<file path="config.mk">
export PLATFORM = sky130hd
export DESIGN_NAME = id_operand_fwd_flat
export DESIGN_NICKNAME = d
export VERILOG_FILES = /design/src/rtl/id_operand_fwd_if.sv /design/src/rtl/id_operand_fwd.sv /design/src/flat_wrapper.sv
export SDC_FILE = /design/constraint.sdc
export NUM_CORES = 1
export LEC_CHECK = 0
export ABC_AREA = 1
export BUFFER_PORTS_ARGS = -buffer_cell sky130_fd_sc_hd__buf_2
export CORE_UTILIZATION = 35
export CTS_CLUSTER_SIZE = 28
export DETAILED_ROUTE_END_ITERATION = 7
export PLACE_DENSITY = 0.73
export SYNTH_ARGS = -nofsm -noshare
export SYNTH_HDL_FRONTEND = slang
export SYNTH_SLANG_ARGS = --single-unit
export TNS_END_PERCENT = 30
</file>
<file path="constraint.sdc">
create_clock -name clk -period 1.7 [get_ports clk]
set_input_delay 0.085 -clock clk [delete_from_list [all_inputs] [get_ports clk]]
set_output_delay 0.085 -clock clk [all_outputs]
set_load 0.1 [all_outputs]
</file>
<file path="src/rtl/id_operand_fwd_if.sv">
// id_operand_fwd_if: bundles the decoder/regfile inputs, forwarding buses and
// the ID/EX slot outputs of the id_operand_fwd stage.
//   slave  modport : used by id_operand_fwd (receives decode + fwd, drives slot)
//   master modport : used by the driving side (decoder / environment)
// Signal names keep the stage's original _i/_o names for drop-in compatibility.
interface id_operand_fwd_if #(
  parameter int DATA_W  = 32,
  parameter int ADDR_W  = 5,
  parameter int NUM_FWD = 2,
  parameter int CTRL_W  = 11
);
  logic                        flush_i;
  logic                        in_valid_i;
  logic                        in_ready_o;
  logic                        reg1_read_i;
  logic                        reg2_read_i;
  logic [ADDR_W-1:0]           reg1_addr_i;
  logic [ADDR_W-1:0]           reg2_addr_i;
  logic [DATA_W-1:0]           reg1_data_i;
  logic [DATA_W-1:0]           reg2_data_i;
  logic [DATA_W-1:0]           imm_i;
  logic [ADDR_W-1:0]           wd_i;
  logic                        wreg_i;
  logic [1:0]                  cond_i;
  logic [CTRL_W-1:0]           ctrl_i;
  logic [NUM_FWD-1:0]          fwd_wreg_i;
  logic [NUM_FWD*ADDR_W-1:0]   fwd_wd_i;
  logic [NUM_FWD*DATA_W-1:0]   fwd_wdata_i;
  logic [NUM_FWD-1:0]          fwd_rdy_i;
  logic                        out_valid_o;
  logic                        out_ready_i;
  logic [DATA_W-1:0]           reg1_o;
  logic [DATA_W-1:0]           reg2_o;
  logic [ADDR_W-1:0]           wd_o;
  logic                        wreg_o;
  logic [CTRL_W-1:0]           ctrl_o;
  logic                        stall_o;

  modport slave (
    input  flush_i, in_valid_i, reg1_read_i, reg2_read_i, reg1_addr_i,
           reg2_addr_i, reg1_data_i, reg2_data_i, imm_i, wd_i, wreg_i,
           cond_i, ctrl_i, fwd_wreg_i, fwd_wd_i, fwd_wdata_i, fwd_rdy_i,
           out_ready_i,
    output in_ready_o, out_valid_o, reg1_o, reg2_o, wd_o, wreg_o, ctrl_o,
           stall_o
  );

  modport master (
    output flush_i, in_valid_i, reg1_read_i, reg2_read_i, reg1_addr_i,
           reg2_addr_i, reg1_data_i, reg2_data_i, imm_i, wd_i, wreg_i,
           cond_i, ctrl_i, fwd_wreg_i, fwd_wd_i, fwd_wdata_i, fwd_rdy_i,
           out_ready_i,
    input  in_ready_o, out_valid_o, reg1_o, reg2_o, wd_o, wreg_o, ctrl_o,
           stall_o
  );
endinterface

</file>
<file path="src/rtl/id_operand_fwd.sv">
// id_operand_fwd: operand resolution and ID/EX issue slot.
//   - Resolves both operands from immediate / zero register / forwarding
//     sources (index 0 youngest, wins) / regfile.
//   - Stalls when the youngest matching source has no data yet (load-use).
//   - Resolves MOVN/MOVZ write enables from the resolved operand 2.
//   - Holds the result in a valid/ready registered slot (1-cycle latency,
//     1/cycle throughput).
// Ports:
//   clk          rising-edge clock
//   rst          asynchronous active-low reset
//   bus          id_operand_fwd_if.slave (decode inputs, fwd buses, slot outputs)
//   stall_cnt_o  saturating stall-cycle counter, present only when the
//                ID_STALL_CNT_EN macro is defined
module id_operand_fwd #(
  parameter int DATA_W  = 32,
  parameter int ADDR_W  = 5,
  parameter int NUM_FWD = 2,
  parameter int CTRL_W  = 11
) (
  input  logic               clk,
  input  logic               rst,
  id_operand_fwd_if.slave    bus
`ifdef ID_STALL_CNT_EN
  ,
  output logic [31:0]        stall_cnt_o
`endif
);

  logic [DATA_W-1:0] op1;
  logic [DATA_W-1:0] op2;
  logic              hz1;
  logic              hz2;
  logic              hit1;
  logic              hit2;
  logic              wreg_final;
  logic              stall;
  logic              in_ready;
  logic              accept;

  logic              out_valid_q;
  logic [DATA_W-1:0] reg1_q;
  logic [DATA_W-1:0] reg2_q;
  logic [ADDR_W-1:0] wd_q;
  logic              wreg_q;
  logic [CTRL_W-1:0] ctrl_q;

  // Ascending scan with a hit flag: the first (youngest) match is latched and
  // older matches are ignored, even when the younger one is not ready.
  always_comb begin
    op1  = bus.reg1_data_i;
    op2  = bus.reg2_data_i;
    hz1  = 1'b0;
    hz2  = 1'b0;
    hit1 = 1'b0;
    hit2 = 1'b0;
    for (int unsigned i = 0; i < NUM_FWD; i++) begin
      if (!hit1 && bus.fwd_wreg_i[i] &&
          bus.fwd_wd_i[i*ADDR_W +: ADDR_W] == bus.reg1_addr_i) begin
        hit1 = 1'b1;
        hz1  = ~bus.fwd_rdy_i[i];
        op1  = bus.fwd_rdy_i[i] ? bus.fwd_wdata_i[i*DATA_W +: DATA_W]
                                : bus.reg1_data_i;
      end
      if (!hit2 && bus.fwd_wreg_i[i] &&
          bus.fwd_wd_i[i*ADDR_W +: ADDR_W] == bus.reg2_addr_i) begin
        hit2 = 1'b1;
        hz2  = ~bus.fwd_rdy_i[i];
        op2  = bus.fwd_rdy_i[i] ? bus.fwd_wdata_i[i*DATA_W +: DATA_W]
                                : bus.reg2_data_i;
      end
    end
    // Register 0 is hard-wired zero and never forwarded or stalled on.
    if (bus.reg1_addr_i == '0) begin
      op1 = '0;
      hz1 = 1'b0;
    end
    if (bus.reg2_addr_i == '0) begin
      op2 = '0;
      hz2 = 1'b0;
    end
    if (!bus.reg1_read_i) begin
      op1 = bus.imm_i;
      hz1 = 1'b0;
    end
    if (!bus.reg2_read_i) begin
      op2 = bus.imm_i;
      hz2 = 1'b0;
    end
  end

  always_comb begin
    wreg_final = bus.wreg_i;
    if (!bus.wreg_i)
      wreg_final = 1'b0;
    else if (bus.cond_i == 2'b01)
      wreg_final = (op2 != '0);
    else if (bus.cond_i == 2'b10)
      wreg_final = (op2 == '0);
  end

  assign stall    = bus.in_valid_i & (hz1 | hz2);
  // Flush wins over everything, so the slot never accepts in a flush cycle.
  assign in_ready = ~bus.flush_i & ~stall & (~out_valid_q | bus.out_ready_i);
  assign accept   = bus.in_valid_i & in_ready;

  always_ff @(posedge clk or negedge rst) begin
    if (!rst) begin
      out_valid_q <= 1'b0;
      reg1_q      <= '0;
      reg2_q      <= '0;
      wd_q        <= '0;
      wreg_q      <= 1'b0;
      ctrl_q      <= '0;
    end else if (bus.flush_i) begin
      out_valid_q <= 1'b0;
    end else if (accept) begin
      out_valid_q <= 1'b1;
      reg1_q      <= op1;
      reg2_q      <= op2;
      wd_q        <= bus.wd_i;
      wreg_q      <= wreg_final;
      ctrl_q      <= bus.ctrl_i;
    end else if (out_valid_q && bus.out_ready_i) begin
      out_valid_q <= 1'b0;
    end
  end

`ifdef ID_STALL_CNT_EN
  logic [31:0] stall_cnt_q;

  always_ff @(posedge clk or negedge rst) begin
    if (!rst)
      stall_cnt_q <= '0;
    else if (stall && stall_cnt_q != '1)
      stall_cnt_q <= stall_cnt_q + 32'd1;
  end

  assign stall_cnt_o = stall_cnt_q;
`endif

  assign bus.in_ready_o  = in_ready;
  assign bus.stall_o     = stall;
  assign bus.out_valid_o = out_valid_q;
  assign bus.reg1_o      = reg1_q;
  assign bus.reg2_o      = reg2_q;
  assign bus.wd_o        = wd_q;
  assign bus.wreg_o      = wreg_q;
  assign bus.ctrl_o      = ctrl_q;

endmodule

</file>
<file path="src/flat_wrapper.sv">
// flat-port wrapper written by rule: the top's interface ports become plain ports
module id_operand_fwd_flat 
#(
  parameter int DATA_W  = 32,
  parameter int ADDR_W  = 5,
  parameter int NUM_FWD = 2,
  parameter int CTRL_W  = 11
)
  (clk, rst, bus_flush_i, bus_in_valid_i, bus_reg1_read_i, bus_reg2_read_i, bus_reg1_addr_i, bus_reg2_addr_i, bus_reg1_data_i, bus_reg2_data_i, bus_imm_i, bus_wd_i, bus_wreg_i, bus_cond_i, bus_ctrl_i, bus_fwd_wreg_i, bus_fwd_wd_i, bus_fwd_wdata_i, bus_fwd_rdy_i, bus_out_ready_i, bus_in_ready_o, bus_out_valid_o, bus_reg1_o, bus_reg2_o, bus_wd_o, bus_wreg_o, bus_ctrl_o, bus_stall_o);
  id_operand_fwd_if #(.DATA_W(DATA_W), .ADDR_W(ADDR_W), .NUM_FWD(NUM_FWD), .CTRL_W(CTRL_W)) bus_i ();
  input  logic clk;
  input  logic rst;
  input wire logic [$bits(bus_i.flush_i)-1:0] bus_flush_i;
  input wire logic [$bits(bus_i.in_valid_i)-1:0] bus_in_valid_i;
  input wire logic [$bits(bus_i.reg1_read_i)-1:0] bus_reg1_read_i;
  input wire logic [$bits(bus_i.reg2_read_i)-1:0] bus_reg2_read_i;
  input wire logic [$bits(bus_i.reg1_addr_i)-1:0] bus_reg1_addr_i;
  input wire logic [$bits(bus_i.reg2_addr_i)-1:0] bus_reg2_addr_i;
  input wire logic [$bits(bus_i.reg1_data_i)-1:0] bus_reg1_data_i;
  input wire logic [$bits(bus_i.reg2_data_i)-1:0] bus_reg2_data_i;
  input wire logic [$bits(bus_i.imm_i)-1:0] bus_imm_i;
  input wire logic [$bits(bus_i.wd_i)-1:0] bus_wd_i;
  input wire logic [$bits(bus_i.wreg_i)-1:0] bus_wreg_i;
  input wire logic [$bits(bus_i.cond_i)-1:0] bus_cond_i;
  input wire logic [$bits(bus_i.ctrl_i)-1:0] bus_ctrl_i;
  input wire logic [$bits(bus_i.fwd_wreg_i)-1:0] bus_fwd_wreg_i;
  input wire logic [$bits(bus_i.fwd_wd_i)-1:0] bus_fwd_wd_i;
  input wire logic [$bits(bus_i.fwd_wdata_i)-1:0] bus_fwd_wdata_i;
  input wire logic [$bits(bus_i.fwd_rdy_i)-1:0] bus_fwd_rdy_i;
  input wire logic [$bits(bus_i.out_ready_i)-1:0] bus_out_ready_i;
  output wire logic [$bits(bus_i.in_ready_o)-1:0] bus_in_ready_o;
  output wire logic [$bits(bus_i.out_valid_o)-1:0] bus_out_valid_o;
  output wire logic [$bits(bus_i.reg1_o)-1:0] bus_reg1_o;
  output wire logic [$bits(bus_i.reg2_o)-1:0] bus_reg2_o;
  output wire logic [$bits(bus_i.wd_o)-1:0] bus_wd_o;
  output wire logic [$bits(bus_i.wreg_o)-1:0] bus_wreg_o;
  output wire logic [$bits(bus_i.ctrl_o)-1:0] bus_ctrl_o;
  output wire logic [$bits(bus_i.stall_o)-1:0] bus_stall_o;
  assign bus_i.flush_i = bus_flush_i;
  assign bus_i.in_valid_i = bus_in_valid_i;
  assign bus_i.reg1_read_i = bus_reg1_read_i;
  assign bus_i.reg2_read_i = bus_reg2_read_i;
  assign bus_i.reg1_addr_i = bus_reg1_addr_i;
  assign bus_i.reg2_addr_i = bus_reg2_addr_i;
  assign bus_i.reg1_data_i = bus_reg1_data_i;
  assign bus_i.reg2_data_i = bus_reg2_data_i;
  assign bus_i.imm_i = bus_imm_i;
  assign bus_i.wd_i = bus_wd_i;
  assign bus_i.wreg_i = bus_wreg_i;
  assign bus_i.cond_i = bus_cond_i;
  assign bus_i.ctrl_i = bus_ctrl_i;
  assign bus_i.fwd_wreg_i = bus_fwd_wreg_i;
  assign bus_i.fwd_wd_i = bus_fwd_wd_i;
  assign bus_i.fwd_wdata_i = bus_fwd_wdata_i;
  assign bus_i.fwd_rdy_i = bus_fwd_rdy_i;
  assign bus_i.out_ready_i = bus_out_ready_i;
  assign bus_in_ready_o = bus_i.in_ready_o;
  assign bus_out_valid_o = bus_i.out_valid_o;
  assign bus_reg1_o = bus_i.reg1_o;
  assign bus_reg2_o = bus_i.reg2_o;
  assign bus_wd_o = bus_i.wd_o;
  assign bus_wreg_o = bus_i.wreg_o;
  assign bus_ctrl_o = bus_i.ctrl_o;
  assign bus_stall_o = bus_i.stall_o;
  id_operand_fwd #(.DATA_W(DATA_W), .ADDR_W(ADDR_W), .NUM_FWD(NUM_FWD), .CTRL_W(CTRL_W)) u_core (.clk(clk), .rst(rst), .bus(bus_i));
endmodule
</file>
Yosys cells after proc, flatten, opt, wreduce, memory -nomap -nowiden

Cells that the tools add are included.

Eq/ne operators: 6
Mux-type cells: 28
Bitwise logic cells: 11
Reductions and logical operators: 15

Operator list:

| kind                                                            | number |
|---|---|
| 32-bit two-way mux                                              | 12 |
| 32-bit logical NOT                                              | 1 |
| 32-bit nonzero test                                             | 1 |
| 5-bit == test                                                   | 4 |
| 1-bit two-way mux                                               | 16 |
| 5-bit logical NOT                                               | 2 |
| 1-bit logical AND                                               | 7 |
| 1-bit inverter                                                  | 5 |
| 1-bit bitwise AND                                               | 4 |
| 3-bit nonzero test                                              | 1 |
| 2-bit by 1-bit == test with 1-bit output, second input constant | 1 |
| 2-bit == test, second input constant                            | 1 |
| 1-bit logical NOT                                               | 2 |
| 1-bit bitwise OR                                                | 2 |
| 2-bit AND reduction                                             | 1 |

Flip-flop bits (word level): 82
Input port bits: 210
Output and inout bits: 84
Logic and storage cells: 66

Logic depth before layout (Yosys ltp)

Word-level depth: 17
Depth in mapped cells: 20
Mapped depth without buffers: 19

Worst setup path before layout

Ideal clock, no wire load.

Path kind: input -> output
From: input bus_fwd_wd_i[5]
To: output bus_in_ready_o
Arrival time: 4,622 ps
Required time: 1,615 ps
Setup slack: -3,007 ps
Cell stages on the path: 8
Buffers on the path: 0
Path through: xnor2_1 nand4_1 a211oi_1 nand2_1 o22ai_1 nand2_1 a21boi_0 nor3_1

Word-level cells in the longest chain between the ends: 10
Elaborated cells on any way between the ends: 15
Those cells by class: eq/ne: 2; mux: 6; bitwise: 5; reduce/logical: 2

RTL lines:

| element                                     | RTL line                                   | RTL |
|---|---|---|
| start, declared                             | flat_wrapper.sv:27                         | `input wire logic [$bits(bus_i.fwd_wd_i)-1:0] bus_fwd_wd_i;` |
| 5-bit == test, on equally long branches     | id_operand_fwd.sv:58, id_operand_fwd.sv:65 |  |
| 1-bit logical AND, on equally long branches | id_operand_fwd.sv:57, id_operand_fwd.sv:64 |  |
| 1-bit two-way mux, on equally long branches | id_operand_fwd.sv:57, id_operand_fwd.sv:64 |  |
| 1-bit two-way mux, on equally long branches | id_operand_fwd.sv:73, id_operand_fwd.sv:77 |  |
| 1-bit two-way mux, on equally long branches | id_operand_fwd.sv:81, id_operand_fwd.sv:85 |  |
| 1-bit bitwise OR *                          | id_operand_fwd.sv:101                      | `assign stall = bus.in_valid_i & (hz1 \| hz2);` |
| 1-bit bitwise AND *                         | id_operand_fwd.sv:101                      |  |
| named net bus_stall_o                       | flat_wrapper.sv:38                         | `output wire logic [$bits(bus_i.stall_o)-1:0] bus_stall_o;` |
| 1-bit inverter *                            | id_operand_fwd.sv:103                      | `assign in_ready = ~bus.flush_i & ~stall & (~out_valid_q \| bus.out_ready_i);` |
| 1-bit bitwise AND * (2 in series)           | id_operand_fwd.sv:103                      |  |
| end, declared                               | flat_wrapper.sv:31                         | `output wire logic [$bits(bus_i.in_ready_o)-1:0] bus_in_ready_o;` |

The timed path passes the listed nets; every way through them passes the cells marked *.

Final worst setup path

From: input bus_reg2_addr_i[4]
To: register u_core.wreg_q (netlist: u_core.bus.wreg_o)

Word-level cells in the longest chain between the ends: 16
Elaborated cells on any way between the ends: 28
Those cells by class: eq/ne: 2; mux: 12; bitwise: 6; reduce/logical: 8

RTL lines:

| element                              | RTL line              | RTL |
|---|---|---|
| start, declared                      | flat_wrapper.sv:18    | `input wire logic [$bits(bus_i.reg2_addr_i)-1:0] bus_reg2_addr_i;` |
| 5-bit == test                        | id_operand_fwd.sv:65  | `bus.fwd_wd_i[i*ADDR_W +: ADDR_W] == bus.reg2_addr_i) begin` |
| 1-bit logical AND                    | id_operand_fwd.sv:64  | `if (!hit2 && bus.fwd_wreg_i[i] &&` |
| 1-bit two-way mux                    | id_operand_fwd.sv:64  |  |
| 1-bit logical NOT                    | id_operand_fwd.sv:64  |  |
| 1-bit logical AND (2 in series)      | id_operand_fwd.sv:64  |  |
| 1-bit two-way mux                    | id_operand_fwd.sv:64  |  |
| 1-bit two-way mux                    | id_operand_fwd.sv:77  | `if (bus.reg2_addr_i == '0) begin` |
| 1-bit two-way mux                    | id_operand_fwd.sv:85  | `if (!bus.reg2_read_i) begin` |
| 1-bit bitwise OR                     | id_operand_fwd.sv:101 |  |
| 1-bit bitwise AND                    | id_operand_fwd.sv:101 |  |
| 1-bit inverter                       | id_operand_fwd.sv:103 |  |
| 1-bit bitwise AND (2 in series)      | id_operand_fwd.sv:103 |  |
| 1-bit bitwise AND                    | id_operand_fwd.sv:104 | `assign accept = bus.in_valid_i & in_ready;` |
| 2-bit AND reduction (no source line) | -                     |  |
| end signal, assigned                 | id_operand_fwd.sv:121 | `wreg_q <= wreg_final;` |
| end, declared                        | id_operand_fwd.sv:44  | `logic wreg_q;` |

Parallel ways exist; a longest one is shown, timed or not.
A chain may end at the register's enable or synchronous reset.

==> metrics.txt <==
asr flop ratio synth 1.000; WP data required 1.94 ns; final hold vios 1; WL final 31.92 mm; grt total ovfl 0; top cell family by delay on the critical path simple AND/OR/NAND/NOR gates; global-route wire length before repair between 40 and 50 mm; Synth area leaders dfrtp_1 (30%), o21ai_0 (15%), nand2_1 (15%); root buffer cell clkbuf_16; P_leak ~5.8 nW; fin worst setup slack -0.1801 ns; CTS clk-pin slew, worst paths around 0.07 ns; CP Class in2reg; run status finished, violations left; CP max stage delay 0.27 ns; Slew HR 0.6366; Max stage delay cell, worst path nor2_4; worst skew pair latency around 0.36 ns; share of the synthesized area in the top cell type 0.2982; design area 10,750 µm²; initial antenna violation count 1; vias in the first global route 8,757; top-level I/O count 294; Setup crit end kind register; H-tree Lvls 3; Core ar. 18,960 µm²; die area 20,220 µm²; register area share after synthesis 0.2982; RSZ-0062 raised after global routing yes; gp weighted congestion 0.9285; cell with the most instances after synthesis nand2_1; Critical path buffers and inverters 3; Cells after Synth 1,173; CP Launch Type primary input; Post-synth EDFFs 0; Clock Sinks a little over 80; Rows 50; # nets final around 1,800; Avg Cell Area, Syn 5.866 µm²; Min-Delay Path Class in2reg; Num CTS Buffers 9; Starting Density 0.3630; Syn. warnings 0; post-synth top area cell dfrtp_1; mapped cell area between 6000 and 7000 µm²; Post-DRT Antenna Nets 0; GR Util met3 0.05585; final setup vio count 75; Max FO, Critical Path 8; failing checks hold timing, setup timing; Final min period 1.880 ns; data arrival time of the worst path roughly 2.1 ns; CTS tree built; pwr dens 886.7 nW/µm²; met2 usage 0.4866; Synthesized Nets 1,383; dpl cell area 9359 µm²; DR WL/cell 17.44 µm; achievable clock frequency 0.5319 GHz; top post-synthesis cells by count nand2_1 (271), o21ai_0 (208), nor2_1 (189); DR pass1 iterations 6; IO buf count 293; worst-path cell chain buf_6 > buf_4 > nand2_2 > nand2_2 > nor2_4 > nand3_2 > buf_6 > nor2_4 > nand2_2 > nand2_2 > nor2_1 > nor2_1 > nand2_1 > nor2_1 > nand2_1 > nor2_2 > nand3_1 > nand3_2 > nand2_1; CP dominant cell by count nand2_2; DIE WIDTH 142.2 µm; GR Util met1 0.3697; Tcrit/Tclk final 1.106; synthesized flop and latch total 82; Setup WS pre-CTS -0.6599 ns; Final Slew Violations 0; Synth-to-Final Area Change 56.21%; via count roughly 9,500; Chip Height approximately 140 µm; iteration-0 DRC count of the detailed router about 770; largest net degree at the start of global routing 83; GRT Total Usage 0.2948; total chip power 9.530 mW; main flop type after synthesis dfrtp_1; layout cell share with drive strength beyond 1 0.3686; clock buffer depth 2; Fillers 1,849; max_cap viols 0; drt drc 0; GRT Max-Usage Layer met2; Synth cell types 32; maximum vdd ir drop 388.8 µV; DPL Wire Length 22.38 mm; Avg Vias per Cell 5.213; Worst-Margin Slew 0.5489 ns; Hold Slack -0.02279 ns; Final Skew 0.007315 ns
## flip-flops by register name, summed over array words and instances, names as in the netlist
name,count
u_core.bus.reg1_o,32
u_core.bus.reg2_o,32
u_core.bus.ctrl_o,11
u_core.bus.wd_o,5
u_core.bus.out_valid_o,1
u_core.bus.wreg_o,1
## layout make-up
class	count	area, µm²	area share
well taps	260	325.3	0.03027
flip-flops and latches	82	2056	0.1913
inverters	136	516.7	0.04808
diodes	2	5.005	0.0004657
multi-input cells	882	4320	0.4020
repair buffers	452	3241	0.3015
clock inverters	7	58.81	0.005471
clock buffers	9	225.2	0.02095
## report_power, final
group          total [mW]  switching (mW)  internal (mW)
clock network        1.92           0.909           1.01
logic                5.11            3.93           1.18
registers            2.50           0.202           2.30
total                9.53            5.04           4.49
## placed cells by master, fill, tap and decap left out, types with 4 or more instances in the layout
master         Yosys  final
nand2_1          271    248
o22ai_1            8      7
nand2_2            1     22
o21ai_1            6     76
nand3_1           86     81
o21ai_2            0      5
buf_12             0     20
nor2_1           189    174
inv_1            131    126
buf_4              4     97
buf_8              0      4
nand3_4            0      4
dlygate4sd3_1      0     16
nor2_4             1     10
xnor2_1            4      4
buf_2             18    286
clkinvlp_4         0      5
a21oi_1           27     16
nor3_1            25     23
buf_6              3     20
dfrtp_1           82     81
or2_2             37     37
nor2_2             6     12
o21ai_0          208    132
a21oi_2            0     11
clkbuf_16          0     16
inv_2              4      8
## metrics by stage
step / util / std cells / TNS (ns)
floorplan: - / 1173 / -0.5864
global placement: 0.4937 / 1754 / -33.44
detailed placement: 0.4937 / 1754 / -41.93
CTS: 0.5388 / 1806 / -0.5134
global route: 0.5669 / 1829 / -13.64
finish: 0.5670 / 1830 / -4.897
## timing repair
action / CTS / global route
gates resized for setup: 72 / 120
setup endpoints to repair: 84 / 84
cloned: 1 / 9
endpoints found under the hold margin: 97 / 1
pin swaps: 31 / 39
hold buffers: 15 / 1
buffers inserted: 20 / 13
## worst register-to-register path: stages (launching register included)
cell and delay [ns]:
dfrtp_4 0.48, nand2_2 0.06, inv_1 0.07, nor2_1 0.28, nand4_4 0.15, buf_12 0.17
buf_12 0.14, clkbuf_16 0.18, nand2_1 0.06, o21ai_0 0.08
## final timing paths
path / from / to / slack (ns) / cells after the start
worst max-delay path: bus_reg2_addr_i[4] / u_core.bus.wreg_o / -0.18 / 19
worst min-delay path: bus_flush_i / u_core.bus.out_valid_o / -0.02 / 2
worst max register to register: u_core.bus.out_valid_o / u_core.bus.reg2_o[25] / -0.10 / 9
worst min register to register: u_core.bus.reg1_o[0] / u_core.bus.reg1_o[0] / 0.48 / 2
max in group asynchronous: rst / u_core.bus.out_valid_o / 0.98 / 3
min in group asynchronous: rst / u_core.bus.reg1_o[14] / 0.31 / 3
## kinds of logic (layout without fill, tap and decap cells)
logic type / after synthesis / count (layout) / synth area share
DFF: 82 / 82 / 0.2982
AOI/OAI and AO/OA: 255 / 255 / 0.1895
other: 0 / 2 / 0
buffers and inverters: 209 / 604 / 0.1231
xor gates and xnor gates: 5 / 5 / 0.006365
and+or+nand+nor: 622 / 622 / 0.3828
## routing by layer
metal,wire (µm),up-vias
met1,12780,4314
met4,1228,0
met3,3106,99
met2,14800,610
li1,-,4517
met5,0,-
Power figures use the tool's default switching activity.
